`src/rtl/mult_div_unit_if.sv`:
```
`default_nettype none
// ============================================================================
//  Module      : mult_div_unit_if
//  Description : Request/result bundle between the pipeline and the
//                multiply/divide unit (operands, HI/LO writes, status, results).
//  Revision    : 1.0 - initial release
// ============================================================================
interface mult_div_unit_if #(
    parameter int dataWidth = 32
) ();
    logic                 START;
    logic [1:0]           OP;
    logic [dataWidth-1:0] SRCA;
    logic [dataWidth-1:0] SRCB;
    logic                 HI_WE;
    logic                 LO_WE;
    logic [dataWidth-1:0] WD;
    logic                 BUSY;
    logic                 DONE;
    logic                 DIVZ;
    logic [dataWidth-1:0] HI;
    logic [dataWidth-1:0] LO;

    // Requester side: issues operations and HI/LO writes
    modport master (
        output START, OP, SRCA, SRCB, HI_WE, LO_WE, WD,
        input  BUSY, DONE, DIVZ, HI, LO
    );

    // Unit side
    modport slave (
        input  START, OP, SRCA, SRCB, HI_WE, LO_WE, WD,
        output BUSY, DONE, DIVZ, HI, LO
    );
endinterface
`default_nettype wire

```
`src/rtl/mult_div_unit.sv`:
```
`default_nettype none
// ============================================================================
//  Module      : mult_div_unit
//  Description : Iterative MIPS-style multiply/divide unit. Shift-add multiply
//                and restoring shift-subtract divide, one bit per cycle, on
//                operand magnitudes with a sign fix-up cycle. Results land in
//                the HI/LO registers, which can also be written directly.
//  Options     : `define MDU_EARLY_TERM_EN to stop multiply iterations once
//                the remaining multiplier bits are all zero.
//  Revision    : 1.0 - initial release
// ============================================================================
module mult_div_unit #(
    parameter int dataWidth = 32
) (
    input  wire logic      CLK,
    input  wire logic      RST,
    mult_div_unit_if.slave bus
);
    localparam int W     = dataWidth;
    localparam int CNT_W = $clog2(dataWidth + 1);

    typedef enum logic [1:0] {
        S_IDLE = 2'd0,
        S_RUN  = 2'd1,
        S_FIX  = 2'd2,
        S_DONE = 2'd3
    } state_t;

    state_t           state_q;
    logic [CNT_W-1:0] cnt_q;
    // Multiply: prod_q accumulates, mcand_q shifts left, mplier_q shifts right.
    // Divide:   prod_q = {remainder, dividend/quotient}, mcand_q[W-1:0] = divisor.
    logic [2*W-1:0]   prod_q;
    logic [2*W-1:0]   mcand_q;
    logic [W-1:0]     mplier_q;
    logic             is_div_q;
    logic             neg_res_q;
    logic             neg_rem_q;
    logic             divz_pend_q;
    logic [W-1:0]     hi_q;
    logic [W-1:0]     lo_q;
    logic             busy_q;
    logic             done_q;
    logic             divz_q;

    logic             op_div_d;
    logic             op_signed_d;
    logic [W-1:0]     mag_a_d;
    logic [W-1:0]     mag_b_d;
    logic [W:0]       rem_shift_d;
    logic             rem_ge_d;
    logic [W-1:0]     rem_sub_d;
    logic [W-1:0]     rem_fix_d;
    logic [W-1:0]     quo_fix_d;
    logic [2*W-1:0]   prod_step_d;
    logic [2*W-1:0]   fix_d;
    logic             last_iter_d;

    // Operand magnitudes, one iteration step, last-iteration detect and sign fix-up
    always_comb begin
        op_div_d    = bus.OP[1];
        op_signed_d = bus.OP[0];
        mag_a_d     = (op_signed_d && bus.SRCA[W-1]) ? -bus.SRCA : bus.SRCA;
        mag_b_d     = (op_signed_d && bus.SRCB[W-1]) ? -bus.SRCB : bus.SRCB;

        // Remainder is kept one bit wider while shifting so the trial compare
        // never loses the bit shifted out of the top.
        rem_shift_d = prod_q[2*W-1:W-1];
        rem_ge_d    = (rem_shift_d >= {1'b0, mcand_q[W-1:0]});
        rem_sub_d   = rem_shift_d[W-1:0] - mcand_q[W-1:0];

        if (is_div_q) begin
            prod_step_d = rem_ge_d ? {rem_sub_d, prod_q[W-2:0], 1'b1}
                                   : {rem_shift_d[W-1:0], prod_q[W-2:0], 1'b0};
        end else begin
            prod_step_d = mplier_q[0] ? (prod_q + mcand_q) : prod_q;
        end

`ifdef MDU_EARLY_TERM_EN
        last_iter_d = (cnt_q == CNT_W'(W - 1)) ||
                      (!is_div_q && (mplier_q[W-1:1] == '0));
`else
        last_iter_d = (cnt_q == CNT_W'(W - 1));
`endif

        rem_fix_d = neg_rem_q ? -prod_q[2*W-1:W] : prod_q[2*W-1:W];
        quo_fix_d = neg_res_q ? -prod_q[W-1:0]   : prod_q[W-1:0];
        if (is_div_q) begin
            fix_d = {rem_fix_d, quo_fix_d};
        end else begin
            fix_d = neg_res_q ? -prod_q : prod_q;
        end
    end

    // Control FSM with datapath registers and registered status outputs
    always_ff @(posedge CLK) begin
        if (RST) begin
            state_q     <= S_IDLE;
            cnt_q       <= '0;
            prod_q      <= '0;
            mcand_q     <= '0;
            mplier_q    <= '0;
            is_div_q    <= 1'b0;
            neg_res_q   <= 1'b0;
            neg_rem_q   <= 1'b0;
            divz_pend_q <= 1'b0;
            hi_q        <= '0;
            lo_q        <= '0;
            busy_q      <= 1'b0;
            done_q      <= 1'b0;
            divz_q      <= 1'b0;
        end else begin
            done_q <= 1'b0;
            divz_q <= 1'b0;
            case (state_q)
                S_IDLE: begin
                    if (bus.HI_WE) hi_q <= bus.WD;
                    if (bus.LO_WE) lo_q <= bus.WD;
                    if (bus.START) begin
                        is_div_q  <= op_div_d;
                        neg_res_q <= op_signed_d && (bus.SRCA[W-1] ^ bus.SRCB[W-1]);
                        neg_rem_q <= op_signed_d && op_div_d && bus.SRCA[W-1];
                        cnt_q     <= '0;
                        if (op_div_d) begin
                            prod_q   <= {{W{1'b0}}, mag_a_d};
                            mcand_q  <= {{W{1'b0}}, mag_b_d};
                            mplier_q <= '0;
                        end else begin
                            prod_q   <= '0;
                            mcand_q  <= {{W{1'b0}}, mag_a_d};
                            mplier_q <= mag_b_d;
                        end
                        if (op_div_d && (bus.SRCB == '0)) begin
                            divz_pend_q <= 1'b1;
                            state_q     <= S_DONE;
                        end else begin
                            divz_pend_q <= 1'b0;
                            busy_q      <= 1'b1;
                            state_q     <= S_RUN;
                        end
                    end
                end
                S_RUN: begin
                    prod_q <= prod_step_d;
                    if (!is_div_q) begin
                        mcand_q  <= mcand_q << 1;
                        mplier_q <= mplier_q >> 1;
                    end
                    cnt_q <= cnt_q + CNT_W'(1);
                    if (last_iter_d) state_q <= S_FIX;
                end
                S_FIX: begin
                    prod_q  <= fix_d;
                    busy_q  <= 1'b0;
                    state_q <= S_DONE;
                end
                S_DONE: begin
                    done_q <= 1'b1;
                    if (divz_pend_q) begin
                        divz_q <= 1'b1;
                    end else begin
                        hi_q <= prod_q[2*W-1:W];
                        lo_q <= prod_q[W-1:0];
                    end
                    state_q <= S_IDLE;
                end
                default: state_q <= S_IDLE;
            endcase
        end
    end

    assign bus.BUSY = busy_q;
    assign bus.DONE = done_q;
    assign bus.DIVZ = divz_q;
    assign bus.HI   = hi_q;
    assign bus.LO   = lo_q;
endmodule
`default_nettype wire

```
`src/flat_wrapper.sv`:
```
// flat-port wrapper written by rule: the top's interface ports become plain ports
module mult_div_unit_flat 
#(
    parameter int dataWidth = 32
)
  (CLK, RST, bus_START, bus_OP, bus_SRCA, bus_SRCB, bus_HI_WE, bus_LO_WE, bus_WD, bus_BUSY, bus_DONE, bus_DIVZ, bus_HI, bus_LO);
  mult_div_unit_if #(.dataWidth(dataWidth)) bus_i ();
  input  wire logic CLK;
  input  wire logic RST;
  input wire logic [$bits(bus_i.START)-1:0] bus_START;
  input wire logic [$bits(bus_i.OP)-1:0] bus_OP;
  input wire logic [$bits(bus_i.SRCA)-1:0] bus_SRCA;
  input wire logic [$bits(bus_i.SRCB)-1:0] bus_SRCB;
  input wire logic [$bits(bus_i.HI_WE)-1:0] bus_HI_WE;
  input wire logic [$bits(bus_i.LO_WE)-1:0] bus_LO_WE;
  input wire logic [$bits(bus_i.WD)-1:0] bus_WD;
  output wire logic [$bits(bus_i.BUSY)-1:0] bus_BUSY;
  output wire logic [$bits(bus_i.DONE)-1:0] bus_DONE;
  output wire logic [$bits(bus_i.DIVZ)-1:0] bus_DIVZ;
  output wire logic [$bits(bus_i.HI)-1:0] bus_HI;
  output wire logic [$bits(bus_i.LO)-1:0] bus_LO;
  assign bus_i.START = bus_START;
  assign bus_i.OP = bus_OP;
  assign bus_i.SRCA = bus_SRCA;
  assign bus_i.SRCB = bus_SRCB;
  assign bus_i.HI_WE = bus_HI_WE;
  assign bus_i.LO_WE = bus_LO_WE;
  assign bus_i.WD = bus_WD;
  assign bus_BUSY = bus_i.BUSY;
  assign bus_DONE = bus_i.DONE;
  assign bus_DIVZ = bus_i.DIVZ;
  assign bus_HI = bus_i.HI;
  assign bus_LO = bus_i.LO;
  mult_div_unit #(.dataWidth(dataWidth)) u_core (.CLK(CLK), .RST(RST), .bus(bus_i));
endmodule
```
`config.mk`:
```
export PLATFORM = sky130hd
export DESIGN_NAME = mult_div_unit_flat
export DESIGN_NICKNAME = d
export VERILOG_FILES = /design/src/rtl/mult_div_unit_if.sv /design/src/rtl/mult_div_unit.sv /design/src/flat_wrapper.sv
export SDC_FILE = /design/constraint.sdc
export NUM_CORES = 1
export LEC_CHECK = 0
export ABC_AREA = 1
export CAP_MARGIN = 20
export CORE_MARGIN = 2
export CORE_UTILIZATION = 50
export CTS_BUF_LIST = sky130_fd_sc_hd__clkbuf_8
export DETAILED_ROUTE_END_ITERATION = 10
export PLACE_DENSITY = 0.69
export SYNTH_ARGS = -nofsm -noshare
export SYNTH_HDL_FRONTEND = slang
export SYNTH_SLANG_ARGS = --single-unit
```
`constraint.sdc`:
```
create_clock -name CLK -period 5.2 [get_ports CLK]
set_input_delay 1.04 -clock CLK [delete_from_list [all_inputs] [get_ports CLK]]
set_output_delay 1.04 -clock CLK [all_outputs]
set_load 0.1 [all_outputs]
```
== Word-level counts from Yosys, hierarchy flattened ==
Cells that the tools add are included.

* $add $sub $neg: 8
* Multiply operators: 0
* Div/mod/pow operators: 0
* Magnitude comparators: 1
* Equality and inequality tests: 15
* Shifts and indexed selects: 0
* Multiplexer cells: 38
* Bitwise logic cells: 2
* Reduce and logical (&&, ||, !) cells: 22

{| class="wikitable"
|+ Operator list
! kind !! number
|-
| 64-bit 2-to-1 mux || 8
|-
| 32-bit 2-to-1 mux || 13
|-
| 32-bit one-hot mux with 2 select lines || 3
|-
| 64-bit one-hot mux with 3 select lines || 1
|-
| 32-bit negation || 4
|-
| 64-bit one-hot mux with 2 select lines || 1
|-
| 64-bit adder || 1
|-
| 64-bit negation || 1
|-
| 33-bit by 32-bit greater-or-equal comparator with 1-bit output || 1
|-
| 32-bit zero test || 1
|-
| 32-bit subtractor || 1
|-
| 2-bit != test (second input constant) || 6
|-
| 6-bit one-hot mux with 2 select lines || 1
|-
| 3-bit AND reduction || 4
|-
| 2-bit one-hot mux with 4 select lines || 1
|-
| 6-bit by 1-bit adder with 6-bit output (second input constant) || 1
|-
| 6-bit by 5-bit == test with 1-bit output (second input constant) || 1
|-
| 1-bit logical AND || 6
|-
| 2-bit 2-to-1 mux || 3
|-
| 6-bit 2-to-1 mux || 1
|-
| 3-bit by 1-bit != test with 1-bit output (second input constant) || 2
|-
| 2-bit AND reduction || 3
|-
| 2-bit nonzero test || 3
|-
| 1-bit 2-to-1 mux || 5
|-
| other kinds (12) || 14
|}

* Register bits after elaboration: 239
* Latch bits: 0
* Bits in writable memories: 0
* Memory bits (read-only): 0
* Input port bits: 103
* Output and inout port bits: 67
* Word-level logic and storage cells: 101
* Memories kept: 0

== Longest topological paths before layout ==
* Word-level depth: 5
* Depth in mapped cells: 21
* Depth with buffers taken out: 20

== Worst setup path before layout ==
No wires, ideal clock.

* Path kind: input-to-reg
* From: input port bus_SRCB[1]
* To: register u_core.mcand_q[30]
* Setup time: 109 ps
* Arrival time: 2,485 ps
* Data required time: 5,091 ps
* Slack: 2,606 ps
* Cell stages on the path: 14
* Buffers on the path: 0
* Cell sequence: inv_1 ha_1 nand3_1 inv_1 nand4_1 inv_1 nand2_1 o21ai_2 nand3_1 or2_2 nand3_1 o211ai_1 nand2_1 inv_1

* Cells in the longest elaborated chain, start to end: 5

{| class="wikitable"
|+ Ends and longest elaborated chain
! what !! line !! source
|-
| start, declared || flat_wrapper.sv:13 || <nowiki>input wire logic [$bits(bus_i.SRCB)-1:0] bus_SRCB;</nowiki>
|-
| 32-bit negation || mult_div_unit.sv:64 || <nowiki>mag_b_d = (op_signed_d && bus.SRCB[W-1]) ? -bus.SRCB : bus.SRCB;</nowiki>
|-
| 32-bit 2-to-1 mux || mult_div_unit.sv:64 ||
|-
| 32-bit 2-to-1 mux || mult_div_unit.sv:124 || <nowiki>if (op_div_d) begin</nowiki>
|-
| 64-bit 2-to-1 mux || mult_div_unit.sv:119 || <nowiki>if (bus.START) begin</nowiki>
|-
| 64-bit one-hot mux with 2 select lines || mult_div_unit.sv:115 || <nowiki>case (state_q)</nowiki>
|-
| end signal, assigned || mult_div_unit.sv:126 || <nowiki>mcand_q <= {{W{1'b0}}, mag_b_d};</nowiki>
|-
| end signal, assigned || mult_div_unit.sv:130 || <nowiki>mcand_q <= {{W{1'b0}}, mag_a_d};</nowiki>
|-
| end signal, assigned || mult_div_unit.sv:146 || <nowiki>mcand_q <= mcand_q << 1;</nowiki>
|-
| end, declared || mult_div_unit.sv:34 || <nowiki>logic [2*W-1:0] mcand_q;</nowiki>
|}

No other way between the ends. The select of a mux whose other input is x is not followed.
A chain may end at the register's enable or synchronous reset.

== Final worst setup path ==
* From: register u_core.prod_q[47]
* To: register u_core.prod_q[52]

* Cells in the longest elaborated chain, start to end: 4
* Elaborated cells on any way between the ends: 12
* Classes of those cells: add/sub: 4; order compare: 1; mux: 7

{| class="wikitable"
|+ Ends and longest elaborated chain
! what !! line !! source
|-
| start, declared || mult_div_unit.sv:33 || <nowiki>logic [2*W-1:0] prod_q;</nowiki>
|-
| start signal, assigned || mult_div_unit.sv:125 || <nowiki>prod_q <= {{W{1'b0}}, mag_a_d};</nowiki>
|-
| start signal, assigned || mult_div_unit.sv:144 || <nowiki>prod_q <= prod_step_d;</nowiki>
|-
| start signal, assigned || mult_div_unit.sv:153 || <nowiki>prod_q <= fix_d;</nowiki>
|-
| 64-bit negation (tied with other cells) || mult_div_unit.sv:91 || <nowiki>fix_d = neg_res_q ? -prod_q : prod_q;</nowiki>
|-
| 64-bit 2-to-1 mux (tied with other cells) || mult_div_unit.sv:91 ||
|-
| 64-bit 2-to-1 mux, on equally long branches || mult_div_unit.sv:88, mult_div_unit.sv:72 ||
|-
| 64-bit one-hot mux with 3 select lines (*) || mult_div_unit.sv:115 ||
|}

Mark *: on every way between the ends. The rest lies on a longest branch, timed or not. The select of a mux whose other input is x is not followed.

==> impl_summary.md <==
Final layout
In the final layout, the multi-input gates occupy 15,700 um^2. The sequential cell area is 4780 um^2. The layout cell share with drive strength beyond 1 is 0.0457. The area overhead of the layout relative to synthesis is 13.2%.

The layout has 5,047 filler cells. The net count of the finished layout is 4,533.

Floorplanning
The die footprint is 48,800 um^2. The number of top-level design ports is 170. The core region area is 46,500 um^2.

The initial utilization of the core area, before any placement, comes to 0.506. The die is 221 um wide. The vertical extent of the die is 221 um. The standard-cell row count is 79.

STA
Hold timing on the final database bottoms out at a slack of 0.468 ns. The setup TNS after final layout is 0 ns. For the pin with the worst max-slew slack, the measured transition is 1.19 ns.

The worst clock skew is 0.0257 ns. The tightest slew margin relative to the limit is 0.195. The max-slew violation count was 0. Setup repair after global routing left no endpoint under its margin. The number of endpoints with negative hold slack in the final report came to 0.

The maximum operating frequency is 274 MHz. The part of the cycle the worst path needs is 0.701. Setup violations remaining at the end of the flow were counted as 0. The worst-case setup margin in the final layout is 1.55 ns.

The final critical delay including setup and external delays is 3.65 ns.

Global route
The via count of the first global-routing pass is 25,700. The total global-route track usage is 0.431. The global route total overflow is 0. The initial antenna violation count is 2. Entering global routing, the biggest net connects 111 pins. The first-pass GRT wire length is 160 mm.

Synth
Among all flip-flop cells after synthesis, the most frequent one is dfxtp_1. Sorting the synthesized cells by how often they occur yields nand2_1 (1,407), inv_1 (641), nor2_1 (342). After synthesis, the mean cell area works out to 5.58 um^2. Of the post-synthesis cell area, the dominant cell type holds 0.225. The fraction of registers with async set/reset is 0. In the post-synthesis netlist, the biggest area contributors are nand2_1 (22%), dfxtp_1 (20%), inv_1 (10%), nand3_1 (6.9%), a21oi_1 (6.6%). The number of enable flip-flop cells after synthesis is 0. The library cell with the highest instance count after synthesis is nand2_1.

The synthesized flop and latch total is 239. Counting every net in the synthesized netlist gives 4,423. For this run, the register share of the synthesized area comes to 0.204. The post-synthesis cell count is 4,214. The cell area that synthesis handed to floorplanning was 23,500 um^2. In this run, distinct cell masters in the synthesized netlist total 59. The Yosys step of the flow raised 0 warnings.

The synthesized design spends more area on one cell type than any other, namely nand2_1.

Setup path
The data arrival time at the worst-slack endpoint is 4.19 ns. The number of logic stages on the critical path including buffering is 17. Walking the worst path, the cells encountered are ha_1 -> nand2_2 -> inv_1 -> nand2_1 -> nand2_1 -> o21bai_2 -> inv_1 -> nand2_2 -> nand2_2 -> nand2_2 -> nand2_1 -> nand2_1 -> nand2_1 -> nand3_1 -> nand2_1 -> nand2_1 -> a21oi_1.

The launch point of the critical path is u_core.prod_q[47]. The critical-path maximum fanout is 21. The delay contributed by the slowest stage of the critical path is 0.89 ns. The kind of launch point of the worst setup path is a flip-flop. The reg-to-reg startpoint is u_core.prod_q[47]. On the critical path, the stage with the largest delay is an instance of dfxtp_1. The count of buffer and inverter cells on the critical path is 2. The kind of end point of the critical path is a flip-flop. The worst register-to-register path has a setup slack of 1.55 ns. The reg-to-reg endpoint is u_core.prod_q[52].

The worst path required time is 5.75 ns. The worst reg2reg path depth is 17. The kind of cell with the highest combined delay on the critical path is simple AND/OR/NAND/NOR gates.

Counting stages on the worst path, the most repeated cell is nand2_1. The worst setup path endpoint is u_core.prod_q[52]. The worst setup path category is flip-flop to flip-flop.

Clocking
The number of H-tree levels is 2. The number of buffers added for setup after CTS is 0. The number of hold buffers added after CTS was 0. The root buffer cell chosen for the clock tree is clkbuf_8. Clock-pin slew was measured on the worst setup and hold paths at 0.06 ns. The number of clock buffers added by TritonCTS is 46.

Counting every sink on the clock net gives 239. The clock reaches the later pin of the worst-skew pair after 0.65 ns. No sink is reached through more buffers than the 3 on the longest clock path. Once the clock tree was built, the resizer swapped 0 gates to a different size. TritonCTS built the clock tree.

Pwr
The static leakage power is 13.0 nW. The maximum vdd drop is 0.970 mV. Power spread over the standard cell area amounts to 624 nW/um^2.

Place
The count of buffers inserted at the top-level ports is 169. The congestion estimate from routability-driven global placement came to 1.08. The half-perimeter wire length after placement is 86.7 mm.

OpenSTA, run right after detailed placement, puts the worst setup slack at 1.51 ns.

Routing
After detailed routing, the number of vias per cell comes to 5.78. The detail route stage leaves a number of antenna-violating nets equal to 0. The final route contains 28,700 vias. The first TritonRoute pass finished after 6 iterations. For this run, design rule violations remaining after detail routing come to 0. The total wirelength of the detailed-routed design is 109 mm. The detailed router finished its first iteration with 4,225 violations. The final routed wire length divided by cell count is 22.0 um.

Run status
The run finished with clean final reports.

Flow run
Max-cap violations in this run came to 0.

Worst hold path
The path class of the lowest-slack min-delay path is flip-flop to flip-flop.
[per-layer routing]
layer  wire length, um  share of wire  vias to the layer above  track usage
met5                 8       0.000073                        -            0
met4              5370          0.049                        2        0.190
met3             15600           0.14                      251       0.0955
met2             43300           0.40                     1810        0.618
met1             44700           0.41                    12900        0.612
li1                  -              -                    13700            -
[cell usage in the layout, fill, tap and decap left out, types with 73 or more instances in the layout]
| cell | netlist | layout |
|---|---|---|
| nand2_1 | 1407 | 1407 |
| inv_1 | 641 | 654 |
| nor2_1 | 342 | 338 |
| nand3_1 | 326 | 326 |
| a21oi_1 | 309 | 308 |
| dfxtp_1 | 239 | 239 |
| o21ai_0 | 205 | 205 |
| clkdlybuf4s50_1 | 0 | 168 |
| ha_1 | 104 | 101 |
| a31oi_1 | 73 | 73 |
[worst min-delay path by stage]
stage	from	to	slack (ns)	depth (start not counted)
after detailed placement	u_core.neg_res_q	u_core.neg_res_q	0.46	2
after global placement	u_core.mplier_q[31]	u_core.mplier_q[31]	0.46	2
after floorplan	u_core.divz_pend_q	u_core.bus.DIVZ	0.44	2
after CTS	u_core.neg_res_q	u_core.neg_res_q	0.47	2
final	u_core.neg_res_q	u_core.neg_res_q	0.47	2
after global routing	u_core.neg_res_q	u_core.neg_res_q	0.49	2
[cell type report]
cell class,instances,area share
multi-input combinational,3174,0.589
sequential,239,0.180
inverter,659,0.0931
timing repair buffer,204,0.0738
tap,607,0.0285
clock buffer,55,0.0284
clock inverter,27,0.00677
antenna,1,0.0000940
[registers in the layout, summed over array words and instances, names as in the netlist, 2 cells and up]
signal / cells
u_core.bus.HI: 32
u_core.bus.LO: 32
u_core.cnt_q: 6
u_core.mcand_q: 64
u_core.mplier_q: 32
u_core.prod_q: 64
u_core.state_q: 2
[stage by stage]
step | util | area (um^2) | total power, mW | instances
6_report | 0.573 | 26600 | 16.6 | 4966
5_1_grt | 0.573 | 26600 | 17.5 | 4966
4_1_cts | 0.573 | 26600 | 16.1 | 4965
3_5_place_dp | 0.553 | 25700 | 14.1 | 4883
3_3_place_gp | 0.553 | 25700 | 14.1 | 4883
2_1_floorplan | - | 23500 | 10.7 | 4214
[report_power, final]
part,leakage (nW),switching (mW),internal (mW)
sequential,1.96,0.708,2.41
clock,0.534,0.940,1.06
combinational,10.5,8.49,2.98
[cells by family after synthesis]
group / synth area share
AND/OR/NAND/NOR: 0.404
XOR/XNOR: 0.0376
buffers and inverters: 0.131
AO/OA/AOI/OAI: 0.166
adder cells (fa/ha/maj): 0.0571
flip-flops: 0.204
[tightest hold or removal path, cell delays in order (launching register included)]
cell and delay (ns):
dfxtp_1 0.31, nand2_1 0.06, a21oi_1 0.05
(Power assumes the default switching activity.)
